<file path="src/rtl/uart_packet_dma_ctrl.sv">
// Frame parser and byte-wide memory writer behind the UART receiver.
// Optional trailing checksum byte is enabled by defining PKT_CHECKSUM_EN.
module uart_packet_dma_ctrl #(
   parameter logic [7:0] SYNC_BYTE = 8'hA5,
   parameter int         ADDR_W    = 8,
   parameter int         TIMEOUT   = 4000
) (
   input  logic              CLOCK,
   input  logic              RESET_N,
   input  logic              rx_valid,
   input  logic [7:0]        rx_data,
   input  logic              rx_frm_err,
   output logic              mem_we,
   output logic [ADDR_W-1:0] mem_addr,
   output logic [7:0]        mem_wdata,
   output logic              pkt_done,
   output logic              pkt_err,
   output logic [7:0]        pkt_len,
   output logic              busy
);

   typedef enum logic [2:0] {
      ST_IDLE = 3'd0,
      ST_BASE = 3'd1,
      ST_LEN  = 3'd2,
      ST_DATA = 3'd3,
      ST_CSUM = 3'd4
   } state_t;

   // The counter value seen on the edge that expires is TIMEOUT-1.
   localparam logic [15:0] TMO_LAST = 16'(TIMEOUT - 1);

   state_t              state_r, state_s;
   logic [ADDR_W-1:0]   base_r, base_s;
   logic [7:0]          len_r, len_s;
   logic [7:0]          idx_r, idx_s;
   logic [7:0]          sum_r, sum_s;
   logic [15:0]         tmo_r, tmo_s;
   logic                we_s, done_s, err_s, busy_s;
   logic [ADDR_W-1:0]   addr_s;
   logic [7:0]          wdata_s, pkt_len_s;

   // Next-state, datapath and next-output decode.
   always_comb begin
      state_s   = state_r;
      base_s    = base_r;
      len_s     = len_r;
      idx_s     = idx_r;
      sum_s     = sum_r;
      tmo_s     = tmo_r + 16'd1;
      we_s      = 1'b0;
      addr_s    = mem_addr;
      wdata_s   = mem_wdata;
      done_s    = 1'b0;
      err_s     = 1'b0;
      pkt_len_s = pkt_len;

      if (state_r == ST_IDLE) begin
         tmo_s = 16'd0;
         if (rx_valid && (rx_data == SYNC_BYTE)) begin
            state_s = ST_BASE;
            sum_s   = 8'd0;
         end else begin
            state_s = ST_IDLE;
         end
      end else if (rx_frm_err) begin
         // Framing error beats a same-cycle byte; the byte is dropped.
         err_s   = 1'b1;
         state_s = ST_IDLE;
         tmo_s   = 16'd0;
      end else if (rx_valid) begin
         tmo_s = 16'd0;
         case (state_r)
            ST_BASE: begin
               base_s  = ADDR_W'(rx_data);
               sum_s   = sum_r + rx_data;
               state_s = ST_LEN;
            end
            ST_LEN: begin
               if (rx_data == 8'd0) begin
                  err_s   = 1'b1;
                  state_s = ST_IDLE;
               end else begin
                  len_s     = rx_data;
                  pkt_len_s = rx_data;
                  idx_s     = 8'd0;
                  sum_s     = sum_r + rx_data;
                  state_s   = ST_DATA;
               end
            end
            ST_DATA: begin
               we_s    = 1'b1;
               addr_s  = base_r + ADDR_W'(idx_r);
               wdata_s = rx_data;
               idx_s   = idx_r + 8'd1;
               sum_s   = sum_r + rx_data;
               if (idx_r == (len_r - 8'd1)) begin
`ifdef PKT_CHECKSUM_EN
                  state_s = ST_CSUM;
`else
                  done_s  = 1'b1;
                  state_s = ST_IDLE;
`endif
               end else begin
                  state_s = ST_DATA;
               end
            end
`ifdef PKT_CHECKSUM_EN
            ST_CSUM: begin
               if ((sum_r + rx_data) == 8'h00) begin
                  done_s = 1'b1;
               end else begin
                  err_s  = 1'b1;
               end
               state_s = ST_IDLE;
            end
`endif
            default: begin
               state_s = ST_IDLE;
            end
         endcase
      end else if (tmo_r == TMO_LAST) begin
         err_s   = 1'b1;
         state_s = ST_IDLE;
         tmo_s   = 16'd0;
      end else begin
         state_s = state_r;
      end

      busy_s = (state_s != ST_IDLE);
   end

   // State, counters and registered outputs.
   always_ff @(posedge CLOCK or negedge RESET_N) begin
      if (!RESET_N) begin
         state_r   <= ST_IDLE;
         base_r    <= '0;
         len_r     <= 8'd0;
         idx_r     <= 8'd0;
         sum_r     <= 8'd0;
         tmo_r     <= 16'd0;
         mem_we    <= 1'b0;
         mem_addr  <= '0;
         mem_wdata <= 8'd0;
         pkt_done  <= 1'b0;
         pkt_err   <= 1'b0;
         pkt_len   <= 8'd0;
         busy      <= 1'b0;
      end else begin
         state_r   <= state_s;
         base_r    <= base_s;
         len_r     <= len_s;
         idx_r     <= idx_s;
         sum_r     <= sum_s;
         tmo_r     <= tmo_s;
         mem_we    <= we_s;
         mem_addr  <= addr_s;
         mem_wdata <= wdata_s;
         pkt_done  <= done_s;
         pkt_err   <= err_s;
         pkt_len   <= pkt_len_s;
         busy      <= busy_s;
      end
   end

endmodule
</file>
<file path="config.mk">
export PLATFORM = sky130hd
export DESIGN_NAME = uart_packet_dma_ctrl
export DESIGN_NICKNAME = d
export VERILOG_FILES = /design/src/rtl/uart_packet_dma_ctrl.sv
export SDC_FILE = /design/constraint.sdc
export NUM_CORES = 1
export LEC_CHECK = 0
export BUFFER_PORTS_ARGS = -buffer_cell sky130_fd_sc_hd__buf_2
export CORE_MARGIN = 2
export CORE_UTILIZATION = 45
export CTS_CLUSTER_DIAMETER = 150
export CTS_CLUSTER_SIZE = 25
export DETAILED_ROUTE_END_ITERATION = 16
export PLACE_DENSITY = 0.63
export SLEW_MARGIN = 20
export SYNTH_ARGS = -nofsm -noshare
export SYNTH_HDL_FRONTEND = slang
export SYNTH_SLANG_ARGS = --single-unit
</file>
<file path="constraint.sdc">
create_clock -name CLOCK -period 5.4 [get_ports CLOCK]
set_input_delay 0 -clock CLOCK [delete_from_list [all_inputs] [get_ports CLOCK]]
set_output_delay 0 -clock CLOCK [all_outputs]
set_load 0.01 [all_outputs]
</file>
# Yosys cells after proc, flatten, opt, wreduce, memory -nomap -nowiden
# Index checks and enable logic that the tools add are counted.
[totals]
output_inout_bits = 28
ff_bits = 63
n_memories = 0
wordCells = 63
ramBits = 0
latchBits = 0
mem_bits_ro = 0
[classes]
magnitude_cmp = 0
bitwise = 3
n_mul = 0
div_mod_pow = 0
eq_ne = 7
mux = 29
n_shift = 0
reduce_logical = 9
n_addsub = 4
[op_table]
columns = ["operator", "count"]
rows = [
  ["16-bit two-way mux", 4],
  ["16-bit by 1-bit adder with 16-bit output (second input constant)", 1],
  ["16-bit by 12-bit == test with 1-bit output (second input constant)", 1],
  ["1-bit two-way mux", 16],
  ["8-bit one-hot mux with 2 select lines", 1],
  ["3-bit two-way mux", 4],
  ["5-bit AND reduction", 2],
  ["8-bit by 1-bit adder with 8-bit output (second input constant)", 1],
  ["8-bit adder", 1],
  ["8-bit == test", 1],
  ["8-bit == test (second input constant)", 1],
  ["8-bit logical NOT", 1],
  ["8-bit two-way mux", 1],
  ["4-bit AND reduction", 2],
  ["8-bit by 1-bit subtractor with 8-bit output (second input constant)", 1],
  ["3-bit by 2-bit == test with 1-bit output (second input constant)", 2],
  ["2-bit one-hot mux with 3 select lines", 1],
  ["2-bit two-way mux", 2],
  ["3-bit by 1-bit == test with 1-bit output (second input constant)", 1],
  ["3-bit logical NOT", 1],
  ["1-bit inverter", 3],
  ["3-bit nonzero test", 1],
  ["2-bit != test (second input constant)", 1],
  ["2-bit nonzero test", 1],
  ["1-bit logical AND", 1],
]

# Longest topological paths before layout
# Gate-level depths: netlist of run 1.
[depth]
word_depth = 8
ltp_mapped = 9
ltp_nobuf = 9

# Worst setup path after synthesis of run 1
# OpenSTA, ideal clock, no wires.
[synth_path]
path_type = "flip-flop to flip-flop"
startpoint = "register len_r[0]"
endpoint = "register busy"
arrival_time_ps = 2226
t_required_ps = 5261
setup_slack_ps = 3036
path_stages_with_launch = 7
setup_time_ps = 139
cell_sequence = "dfrtp_1 or4_4 or4_1 o211a_1 o21ai_2 a211oi_1 or4_1"
[synth_between]
elab_chain_len = 8
[synth_rtl]
columns = ["item", "line", "text"]
rows = [
  ["start: declaration", "35", "logic [7:0] len_r, len_s;"],
  ["start signal: assignment", "152", "len_r <= len_s;"],
  ["8-bit by 1-bit subtractor with 8-bit output", "97", "if (idx_r == (len_r - 8'd1)) begin"],
  ["8-bit == test", "97", ""],
  ["2-bit two-way mux", "97", ""],
  ["2-bit one-hot mux with 3 select lines", "73", "case (state_r)"],
  ["3-bit two-way mux", "71", "end else if (rx_valid) begin"],
  ["3-bit two-way mux", "66", "end else if (rx_frm_err) begin"],
  ["3-bit two-way mux", "58", "if (state_r == ST_IDLE) begin"],
  ["3-bit nonzero test", "130", "busy_s = (state_s != ST_IDLE);"],
  ["net busy_s", "39", "logic we_s, done_s, err_s, busy_s;"],
  ["end signal: assignment", "162", "busy <= busy_s;"],
  ["end: declaration", "19", "output logic busy"],
]
# The timed path passes the listed nets, and every way through them passes these cells.
# A chain may end at the register's enable or synchronous reset.

# Worst setup path after layout of run 1
# Same ends and word-level chain as after synthesis.

==> metrics.log, run 1 <==
[metrics] Slew HR: 0.468
[metrics] mean area per synthesized cell: 10.0 µm²
[metrics] Syn Std Cell Area: 3180 µm²
[metrics] standard cell core area: 6790 µm²
[metrics] count of unresolved DRC violations after routing: 0
[metrics] worst vdd rail ir drop: 0.188 mV
[metrics] achievable frequency: ~410 MHz
[metrics] max-capacitance violation count: 0
[metrics] overall routing resource usage: 0.191
[metrics] chip height: 88.0 µm
[metrics] share of flip-flops with an asynchronous set or reset: 1.00
[metrics] worst-path fanout max: 5
[metrics] last weighted congestion value of the routability-driven placer: between 0.8 and 0.9
[metrics] path depth of the worst reg2reg path: 6
[metrics] most common cell after layout, fill and taps aside: dfrtp_1
[metrics] total grt overflow: 0
[metrics] final slew viol count: 0
[metrics] sequential element share of the synthesized area: 0.496
[metrics] outcome: completed
[metrics] Area Growth Syn to Fin: 19.7%
[metrics] share of post-route cells with drive strength above 1: 0.203
[metrics] number of setup violations in the final report: 0
[metrics] kind of start point of the critical path: flip-flop
[metrics] RSZ-0062 raised after global routing: no
[metrics] final wirelength: roughly 6800 µm
[metrics] clock latency on the worst-skew pair: 0.33 ns
[metrics] Ant. Diodes: 0
[metrics] Post-synth EDFFs: 0
[metrics] deepest level of the CTS H-tree: 3
[metrics] leading cell types in the layout, fill and taps excluded: dfrtp_1 (63), nand2_1 (51), buf_2 (39), nor2_1 (29), xor2_1 (21)
[metrics] smallest setup slack after layout: between 2 and 3 ns
[metrics] first-pass GRT wire length: 11200 µm
[metrics] maximum buffer depth of the clock tree: 2
[metrics] final core occ: 0.559
[metrics] setup total negative slack: 0 ns
[metrics] total number of clock tree sinks: 63
[metrics] number of I/O port buffers: 39
[metrics] final critical path time including I/O delays and setup: ~2.4 ns
[metrics] vias in the first global route: around 2300
[metrics] clock tree from TritonCTS: built
[metrics] die outline width: ~88 µm
[metrics] Slew @ Worst Pin: 0.795 ns
[metrics] CTS Buf Count: 9
[metrics] power density of the placed cells: 300 nW/µm²
[metrics] detail-routed net length per standard cell: 14.5 µm
[metrics] initial antenna violation count: 0
[metrics] Yosys warning total: 0
[metrics] full die area: 7740 µm²
[metrics] vias per std cell: 5.13
[metrics] number of nets in the final layout: 392
[metrics] Cells after Synth: 316
[metrics] Routed Antenna Nets: 0
[metrics] TritonRoute pass-1 iters: 4
[metrics] root buffer selected by CTS: clkbuf_8
[metrics] share of the clock period used by the worst path after layout: 0.451
[metrics] Ports: 40
[metrics] FF+latch count, synth: 63
[metrics] most instantiated flip-flop cell in the synthesis netlist: dfrtp_1
[metrics] drt initial violations: 149
[metrics] hpwl dp: 4710 µm
[metrics] Worst Hold Class: primary input to flip-flop
[metrics] starting utilization of the core area: 0.467
[metrics] class of the most critical setup path: flip-flop to flip-flop
[metrics] count of cell types in the netlist: 49
[metrics] Worst Setup End Kind: flip-flop
[metrics] total vias in the final route: 2412
[metrics] data arrival time at the worst-slack endpoint: 2.63 ns
[metrics] clock-pin slew of the registers on the worst-case setup and hold paths: 0.07 ns
[metrics] post-layout total power: 1.14 mW
[metrics] pin count of the biggest net entering global routing: 64
[metrics] post-synth net total: 339
[metrics] skew final: 0.00640 ns
[metrics] Worst Path Required: 5.60 ns
[metrics] Gates resized, CTS repair: 0
[metrics] static leakage power: 1.84 nW
[metrics] number of stages on the worst hold path: 3
[metrics] pre-CTS WS: 2.98 ns
[metrics] Rows: 30
[metrics] final number of hold-violating endpoints: 0
-- cell usage after synthesis (5+ instances only) --
library cell / instances / share of area
a21oi_1: 7 / 0.011
and3_1: 7 / 0.014
clkbuf_1: 7 / 0.0083
dfrtp_1: 63 / 0.50
ha_1: 10 / 0.039
inv_1: 7 / 0.0083
mux2_2: 12 / 0.043
nand2_1: 51 / 0.060
nand3_1: 10 / 0.016
nand4_1: 7 / 0.014
nor2_1: 29 / 0.034
nor3_1: 5 / 0.0079
o21ai_0: 17 / 0.027
xnor2_1: 10 / 0.028
xor2_1: 21 / 0.058
-- where the power goes --
| part | total, mW | internal [mW] | switching, mW | leakage, nW |
|---|---|---|---|---|
| combinational | 0.152 | 0.0700 | 0.0823 | 0.884 |
| sequential | 0.527 | 0.499 | 0.0283 | 0.846 |
| clock | 0.461 | 0.285 | 0.176 | 0.114 |
-- cell type report --
cell class              instances  area [µm²]
fillers                       613        2990
multi-input cells             238        1560
inverters                       8        30.0
clock buffers                  13         159
clock inverters                 3        65.1
flip-flops and latches         63        1580
well taps                      96         120
repair buffers                 49         293
-- per-layer routing --
layer	vias up	part of all wire	track usage
met3	9	0.030	0.0311
met5	-	0	0
li1	1203	-	-
met2	34	0.50	0.319
met1	1166	0.46	0.250
met4	0	0.014	0.0713
-- metrics by stage --
| step | instance area (µm²) | hold WS, ns | cells |
|---|---|---|---|
| after global placement | 3470 | 0.223 | 445 |
| after floorplan | 3180 | -0.296 | 316 |
| after CTS | 3790 | 0.00559 | 470 |
| final | 3800 | 0.0114 | 470 |
| after global routing | 3800 | 0.0117 | 470 |
| after detailed placement | 3480 | 0.224 | 445 |
-- registers in the layout, summed over array words and instances, names as in the netlist, 3 cells and up --
register / count
len_r: 8
tmo_r: 16
mem_addr: 8
mem_wdata: 8
base_r: 8
state_r: 3
idx_r: 8
-- critical path, stage by stage (launching register included) --
cell	delay (ns)
dfrtp_1	0.43
or4_4	0.54
or4_1	0.51
o211a_1	0.13
o21ai_2	0.07
a211oi_1	0.10
or4_1	0.53
-- logic make-up after synthesis --
| group | Yosys count | synth area share |
|---|---|---|
| AOI/OAI and AO/OA | 39 | 0.0768 |
| DFF | 63 | 0.496 |
| xor gates and xnor gates | 31 | 0.0855 |
| and+or+nand+nor | 144 | 0.232 |
| muxes | 13 | 0.0457 |
| adders and majority gates | 11 | 0.0457 |
| buffers and inverters | 15 | 0.0177 |
-- path summary, 6_finish.rpt --
| check | start | endpoint | slack [ns] |
|---|---|---|---|
| min in group asynchronous | RESET_N | tmo_r[13] | 0.36 |
| max in group asynchronous | RESET_N | idx_r[3] | 4.53 |
| worst max-delay path | len_r[0] | busy | 2.97 |
| worst min-delay path | rx_frm_err | tmo_r[4] | 0.01 |
| worst max register to register | len_r[0] | busy | 2.97 |
| worst min register to register | mem_wdata[1] | mem_wdata[1] | 0.48 |
-- what timing repair did --
action / in CTS / in global routing
setup buffers: 0 / 0
setup endpoints to repair: 0 / 0
hold buffers: 9 / 0
endpoints found under the hold margin: 83 / 0
No activity file was read; power rests on OpenSTA's default activity.
==> run 2, diff against run 1 <==
--- a/config.mk
+++ b/config.mk
@@ -5,13 +5,14 @@
 export SDC_FILE = /design/constraint.sdc
 export NUM_CORES = 1
 export LEC_CHECK = 0
+export ABC_AREA = 1
 export BUFFER_PORTS_ARGS = -buffer_cell sky130_fd_sc_hd__buf_2
 export CORE_MARGIN = 2
 export CORE_UTILIZATION = 45
 export CTS_CLUSTER_DIAMETER = 150
 export CTS_CLUSTER_SIZE = 25
 export DETAILED_ROUTE_END_ITERATION = 16
-export PLACE_DENSITY = 0.63
+export PLACE_DENSITY = 0.62
 export SLEW_MARGIN = 20
 export SYNTH_ARGS = -nofsm -noshare
 export SYNTH_HDL_FRONTEND = slang
==> constraint.sdc (replaced) <==
create_clock -name CLOCK -period 2.4 [get_ports CLOCK]
set_input_delay 0 -clock CLOCK [delete_from_list [all_inputs] [get_ports CLOCK]]
set_output_delay 0 -clock CLOCK [all_outputs]
set_load 0.01 [all_outputs]
==> metrics.log, run 2 <==
[metrics] number of setup violations in the final report: 0
[metrics] share of the clock period used by the worst path after layout: 0.820
[metrics] FF+latch count, synth: 63
[metrics] worst-path fanout max: 7
[metrics] number of nets in the final layout: 469
[metrics] Top Usage Layer GRT: met2
[metrics] standard cell area after detailed placement: 3600 µm²
[metrics] Yosys warning total: 0
[metrics] final number of hold-violating endpoints: 0
[metrics] logic gate share of total power: 0.027
[metrics] sequential element share of the synthesized area: 0.482
[metrics] CTS Buf Count: 9
[metrics] Ports: 40
[metrics] clock network fraction of design power: 0.483
[metrics] Area Growth Syn to Fin: 17.9%
[metrics] most repeated cell in the gate-level netlist after synthesis: nand2_1
[metrics] pre-CTS WS: around 0.44 ns
[metrics] last weighted congestion value of the routability-driven placer: 0.844
[metrics] worst vdd rail ir drop: 0.282 mV
[metrics] r2r endpoint: mem_addr[6]
[metrics] most common cell after layout, fill and taps aside: nand2_1
[metrics] final slew viol count: 0
[metrics] leading cell types in the layout, fill and taps excluded: nand2_1 (93), dfrtp_1 (63), inv_1 (50), o21ai_0 (39), buf_2 (39)
[metrics] Ant. Diodes: 0
[metrics] cell types occupying the most area after synthesis: dfrtp_1 (48%), nand2_1 (11%), o21ai_0 (6.0%)
[metrics] static leakage power: 2.00 nW
[metrics] switching share of power: 0.206
[metrics] full die area: 7960 µm²
[metrics] stage delay of the slowest cell on the critical path: 0.48 ns
[metrics] filler cell count: 692
[metrics] root buffer selected by CTS: clkbuf_8
[metrics] number of flip-flops in the largest register: 16
[metrics] Slew @ Worst Pin: between 0.6 and 0.7 ns
[metrics] data arrival time at the worst-slack endpoint: between 2 and 2.5 ns
[metrics] detail-routed net length per standard cell: 13.3 µm
[metrics] Syn Std Cell Area: roughly 3300 µm²
[metrics] Cells after Synth: 396
[metrics] HP Start: rx_data[7]
[metrics] TritonRoute pass-1 iters: 4
[metrics] cells traversed along the worst timing path: ha_1 -> inv_1 -> fa_1 -> o21ai_0 -> nand2_1 -> nand2_1 -> a21oi_1 -> xor2_1 -> o21ai_0
[metrics] first-pass GRT wire length: 11900 µm
[metrics] share of flip-flops with an asynchronous set or reset: 1.00
[metrics] Rows: 31
[metrics] count of cell types in the netlist: 35
[metrics] start of the worst register-to-register path: idx_r[0]
[metrics] Routed Antenna Nets: 0
[metrics] met1 Usage GRT: 0.245
[metrics] worst hold endpoint: len_r[7]
[metrics] standard cell core area: approximately 7100 µm²
[metrics] Pint: 1.72 mW
[metrics] clock latency on the worst-skew pair: 0.35 ns
[metrics] setup total negative slack: 0 ns
[metrics] post-synth net total: around 420
[metrics] power density of the placed cells: 562 nW/µm²
[metrics] max-capacitance violation count: 0
[metrics] die outline width: 89.2 µm
[metrics] vias in the first global route: between 2000 and 3000
[metrics] Slew HR: 0.553
[metrics] smallest setup slack after layout: 0.432 ns
[metrics] chip height: 89.2 µm
[metrics] share of post-route cells with drive strength above 1: 0.166
[metrics] kind of start point of the critical path: flip-flop
[metrics] deepest level of the CTS H-tree: 3
[metrics] pin count of the biggest net entering global routing: 37
[metrics] number of buffers inserted to repair setup after CTS: 0
[metrics] register-to-register path setup slack: roughly 0.43 ns
[metrics] total number of clock tree sinks: 63
[metrics] post-synth top area share: 0.482
[metrics] Post-synth EDFFs: 0
[metrics] clock-pin slew of the registers on the worst-case setup and hold paths: 0.07 ns
[metrics] worst-path cell with the longest stage delay: dfrtp_1
[metrics] Worst Path Required: 2.66 ns
[metrics] hold_ws: approximately 0.02 ns
[metrics] final critical path time including I/O delays and setup: ~2 ns
[metrics] outcome: completed
[metrics] total grt overflow: 0
[metrics] cell taking the most area after synthesis: dfrtp_1
[metrics] skew final: 0.0115 ns
[metrics] vias per std cell: 4.90
[metrics] maximum buffer depth of the clock tree: 2
[metrics] most instantiated flip-flop cell in the synthesis netlist: dfrtp_1
[metrics] initial antenna violation count: 0
[metrics] sw power: 0.446 mW
[metrics] overall routing resource usage: 0.201
[metrics] clock tree from TritonCTS: built
[metrics] final cell area excluding filler cells: 3850 µm²
[metrics] RSZ-0062 raised after global routing: no
[metrics] number of stages on the worst hold path: 3
[metrics] class of the most critical setup path: flip-flop to flip-flop
[metrics] Worst Setup End Kind: flip-flop
[metrics] hpwl dp: ~5500 µm
[metrics] count of unresolved DRC violations after routing: 0
[metrics] mean area per synthesized cell: 8.26 µm²
[metrics] number of I/O port buffers: 39
[metrics] register with the most flip-flops: tmo_r
[metrics] achievable frequency: between 500 and 600 MHz
[metrics] starting utilization of the core area: 0.458
[metrics] M2 GR Usage: 0.337
[metrics] final wirelength: around 7300 µm
[metrics] path depth of the worst reg2reg path: 9
[metrics] total vias in the final route: between 2000 and 3000
[metrics] Worst Hold Class: primary input to flip-flop
[metrics] drt initial violations: 149
[metrics] most numerous cell types in the synthesized netlist: nand2_1 (93), dfrtp_1 (63), inv_1 (50)
[metrics] Reg power frac: 0.490
[metrics] met3 demand-to-capacity share in global routing: 0.0545
## run 2: cell count changes in the layout (fill, tap and decap cells not counted), moves of 4 or more
cell / before / now
inv_1: 7 / 50
xor2_1: 21 / 11
xnor2_1: 10 / 6
and3_1: 7 / 1
dlygate4sd3_1: 9 / 3
nor2_1: 29 / 36
nand2_1: 51 / 93
a21oi_1: 7 / 17
nand3_1: 10 / 18
o21ai_0: 17 / 39
mux2_2: 12 / 0
## run 2: cell type report
cell class | count | area, µm² | share of cell area
timing repair buffer | 46 | 268 | 0.0695
inverter | 52 | 195 | 0.0506
tap | 99 | 124 | 0.0321
clock buffer | 13 | 159 | 0.0412
clock inverter | 3 | 65.1 | 0.0169
sequential | 63 | 1580 | 0.409
multi-input combinational | 274 | 1470 | 0.381
## run 2: per-stage QoR
stage,util,power [mW],instances
floorplan,-,1.09,396
detailed placement,0.504,1.14,531
global route,0.540,2.24,550
finish,0.540,2.17,550
CTS,0.540,2.19,550
global placement,0.504,1.14,531
## run 2: kinds of logic (layout without fill, tap and decap cells)
group / count (synthesis) / after routing / share of synthesized area
AOI/OAI and AO/OA: 63 / 63 / 0.104
xor gates and xnor gates: 17 / 17 / 0.0455
adders and majority gates: 11 / 11 / 0.0444
buffers and inverters: 59 / 114 / 0.0693
DFF: 63 / 63 / 0.482
and+or+nand+nor: 183 / 183 / 0.254
## run 2: repair_timing
action,in CTS,in global routing
resized for setup,0,0
hold endpoints to repair,29,0
hold buffers,3,0
## run 2: power groups by stage
stage	Clock, mW	Sequential [mW]	Combinational [mW]
after floorplan	0	1.08	0.0114
after global placement	0	1.08	0.0555
after detailed placement	0	1.08	0.0562
after CTS	1.07	1.06	0.0600
after global routing	1.12	1.06	0.0664
final	1.05	1.06	0.0575
## run 2: how the worst max path moves through the flow
stage,startpoint,endpoint,slack [ns],depth (start not counted)
global placement,idx_r[0],mem_addr[6],0.49,9
floorplan,idx_r[0],mem_addr[6],0.60,9
finish,idx_r[0],mem_addr[6],0.43,9
detailed placement,idx_r[0],mem_addr[6],0.44,9
CTS,idx_r[0],mem_addr[6],0.43,9
global route,len_r[0],busy,0.15,13
## run 2: critical path, delay by kind of cell (launching register included)
kind | cells | cell delay (ns)
adder cells (fa/ha/maj) | 2 | 0.60
AND/OR/NAND/NOR | 2 | 0.17
XOR/XNOR | 1 | 0.14
buffers and inverters | 1 | 0.05
AO/OA/AOI/OAI | 3 | 0.45
flip-flops | 1 | 0.48
## run 2: per-layer routing
metal | routed length, µm | vias up
met5 | 0 | -
met1 | 3210 | 1257
met3 | 271 | 16
li1 | - | 1377
met2 | 3640 | 43
met4 | 183 | 0
==> run 3, diff against run 2 <==
--- a/config.mk
+++ b/config.mk
@@ -5,14 +5,14 @@
 export SDC_FILE = /design/constraint.sdc
 export NUM_CORES = 1
 export LEC_CHECK = 0
-export ABC_AREA = 1
+export ABC_AREA = 0
 export BUFFER_PORTS_ARGS = -buffer_cell sky130_fd_sc_hd__buf_2
 export CORE_MARGIN = 2
 export CORE_UTILIZATION = 45
 export CTS_CLUSTER_DIAMETER = 150
 export CTS_CLUSTER_SIZE = 25
 export DETAILED_ROUTE_END_ITERATION = 16
-export PLACE_DENSITY = 0.62
+export PLACE_DENSITY = 0.63
 export SLEW_MARGIN = 20
 export SYNTH_ARGS = -nofsm -noshare
 export SYNTH_HDL_FRONTEND = slang
==> constraint.sdc (replaced) <==
create_clock -name CLOCK -period 2 [get_ports CLOCK]
set_input_delay 0 -clock CLOCK [delete_from_list [all_inputs] [get_ports CLOCK]]
set_output_delay 0 -clock CLOCK [all_outputs]
set_load 0.01 [all_outputs]
==> metrics.log, run 3 (synthesized netlist as in run 1, its figures left out) <==
[metrics] outcome: finished with violations
[metrics] violations in the final reports: negative setup slack
[metrics] Slew @ Worst Pin: about 0.47 ns
[metrics] vias in the first global route: 2497
[metrics] full die area: slightly below 8000 µm²
[metrics] starting utilization of the core area: 0.467
[metrics] worst-path cell with the longest stage delay: or4_4
[metrics] clock tree from TritonCTS: built
[metrics] Crit path max-delay family: simple AND/OR/NAND/NOR gates
[metrics] Worst Setup End Kind: flip-flop
[metrics] Slew HR: 0.683
[metrics] clock latency on the worst-skew pair: 0.33 ns
[metrics] vias per std cell: 5.10
[metrics] last weighted congestion value of the routability-driven placer: 0.832
[metrics] final number of hold-violating endpoints: 0
[metrics] number of stages on the worst setup path: 6
[metrics] final critical path time including I/O delays and setup: about 2.2 ns
[metrics] Routed Antenna Nets: 0
[metrics] number of setup violations in the final report: 1
[metrics] TritonRoute pass-1 iters: 4
[metrics] cell seen most often among critical-path stages: or4_4
[metrics] path depth of the worst reg2reg path: 6
[metrics] hpwl dp: just over 5000 µm
[metrics] pin count of the biggest net entering global routing: 36
[metrics] Area Growth Syn to Fin: 27.5%
[metrics] initial antenna violation count: 0
[metrics] number of flip-flops in the largest register: 16
[metrics] worst-path fanout max: 4
[metrics] first-pass GRT wire length: 12200 µm
[metrics] chip height: 88.0 µm
[metrics] worst vdd rail ir drop: around 0.44 mV
[metrics] die outline width: 88.0 µm
[metrics] switching share of power: 0.267
[metrics] achievable frequency: 459 MHz
[metrics] Rows: 30
[metrics] deepest level of the CTS H-tree: 3
[metrics] Ports: 40
[metrics] final cell area excluding filler cells: 4050 µm²
[metrics] logic gate share of total power: 0.171
[metrics] share of the clock period used by the worst path after layout: 1.09
[metrics] smallest setup slack after layout: -0.179 ns
[metrics] hold_ws: between 0.015 and 0.02 ns
[metrics] count of unresolved DRC violations after routing: 0
[metrics] total number of clock tree sinks: 63
[metrics] combined buffer and inverter count along the critical path: 0
[metrics] number of I/O port buffers: 39
[metrics] register with the most flip-flops: tmo_r
[metrics] class of the most critical setup path: flip-flop to flip-flop
[metrics] overall routing resource usage: 0.207
[metrics] share of post-route cells with drive strength above 1: 0.289
[metrics] Worst Hold Class: primary input to asynchronous set/reset pin
[metrics] standard cell core area: 6790 µm²
[metrics] total vias in the final route: between 2000 and 3000
[metrics] final slew viol count: 0
[metrics] Worst Path Required: 2.20 ns
[metrics] Pint: 2.20 mW
[metrics] final wirelength: 7270 µm
[metrics] sw power: 0.801 mW
[metrics] static leakage power: 2.01 nW
[metrics] clock-pin slew of the registers on the worst-case setup and hold paths: 0.07 ns
[metrics] standard cell area after detailed placement: between 3000 and 4000 µm²
[metrics] Ant. Diodes: 0
[metrics] power density of the placed cells: 740 nW/µm²
[metrics] clock network fraction of design power: 0.362
[metrics] filler cell count: 582
[metrics] data arrival time at the worst-slack endpoint: around 2.4 ns
[metrics] stage delay of the slowest cell on the critical path: 0.54 ns
[metrics] leading cell types in the layout, fill and taps excluded: dfrtp_1 (59), nand2_1 (51), buf_2 (39), buf_4 (34), nor2_1 (29)
[metrics] kind of start point of the critical path: flip-flop
[metrics] CTS Buf Count: 9
[metrics] cells traversed along the worst timing path: or4_4 -> or4_4 -> o211a_1 -> o21ai_2 -> a211oi_2 -> or4_1
[metrics] max-capacitance violation count: 0
[metrics] RSZ-0062 raised after global routing: yes
[metrics] most common cell after layout, fill and taps aside: dfrtp_1
[metrics] number of nets in the final layout: 426
[metrics] Reg power frac: 0.467
[metrics] drt initial violations: roughly 110
[metrics] total grt overflow: 0
[metrics] root buffer selected by CTS: clkbuf_8
[metrics] detail-routed net length per standard cell: 14.4 µm
[metrics] skew final: 0.00870 ns
[metrics] maximum buffer depth of the clock tree: 2
run 3: metal layers:
layer  up-vias  GRT usage  wire, µm
li1       1268          -         -
met1      1239      0.281      3500
met2        60      0.326      3420
met3         2     0.0500       318
met4         0     0.0685        29
met5         -          0         0
run 3: final timing paths:
| kind | endpoint | slack [ns] | startpoint |
|---|---|---|---|
| max in group asynchronous | idx_r[2] | 1.43 | RESET_N |
| worst max register to register | busy | -0.18 | len_r[1] |
| worst max-delay path | busy | -0.18 | len_r[1] |
| worst min-delay path | tmo_r[7] | 0.02 | RESET_N |
| min in group CLOCK | mem_wdata[3] | 0.04 | rx_data[3] |
| worst min register to register | mem_addr[2] | 0.47 | mem_addr[2] |
run 3: layout make-up:
class | instances | area, µm² | share of cell area
Multi-Input combinational cell | 238 | 1570 | 0.387
Timing Repair Buffer | 83 | 561 | 0.138
Clock inverter | 4 | 45.0 | 0.0111
Inverter | 8 | 30.0 | 0.00741
Clock buffer | 12 | 145 | 0.0358
Sequential cell | 63 | 1580 | 0.390
Tap cell | 96 | 120 | 0.0297
run 3: timing repair:
| action | in CTS | in global routing |
|---|---|---|
| gates resized for setup | 0 | 6 |
| hold buffers | 9 | 0 |
| endpoints found under the setup margin | 3 | 7 |
| setup buffers | 0 | 3 |
| pin swaps | 0 | 3 |
| endpoints found under the hold margin | 83 | 0 |
run 3: power by group through the flow:
stage                     combinational, mW  sequential (mW)  clock, mW
after detailed placement              0.489             1.42          0
final                                 0.512             1.40       1.09
after global placement                0.486             1.42          0
after CTS                             0.508             1.40       1.11
after global routing                  0.570             1.41       1.17
after floorplan                       0.233             1.46          0
run 3: worst register-to-register path, cell delays in order (launching register included):
cell      delay [ns]
dfrtp_1         0.40
or4_4           0.54
or4_4           0.42
o211a_1         0.14
o21ai_2         0.07
a211oi_2        0.09
or4_1           0.39
run 3: per-stage QoR:
stage / setup TNS [ns] / cells / utilization / setup WS [ns] / power (mW)
finish: -0.179 / 504 / 0.596 / -0.179 / 3.00
global route: -0.363 / 504 / 0.596 / -0.249 / 3.15
CTS: -0.237 / 501 / 0.590 / -0.196 / 3.02
detailed placement: -0.206 / 476 / 0.549 / -0.186 / 1.91
global placement: -0.144 / 476 / 0.549 / -0.144 / 1.91
floorplan: -0.154 / 316 / - / -0.154 / 1.69
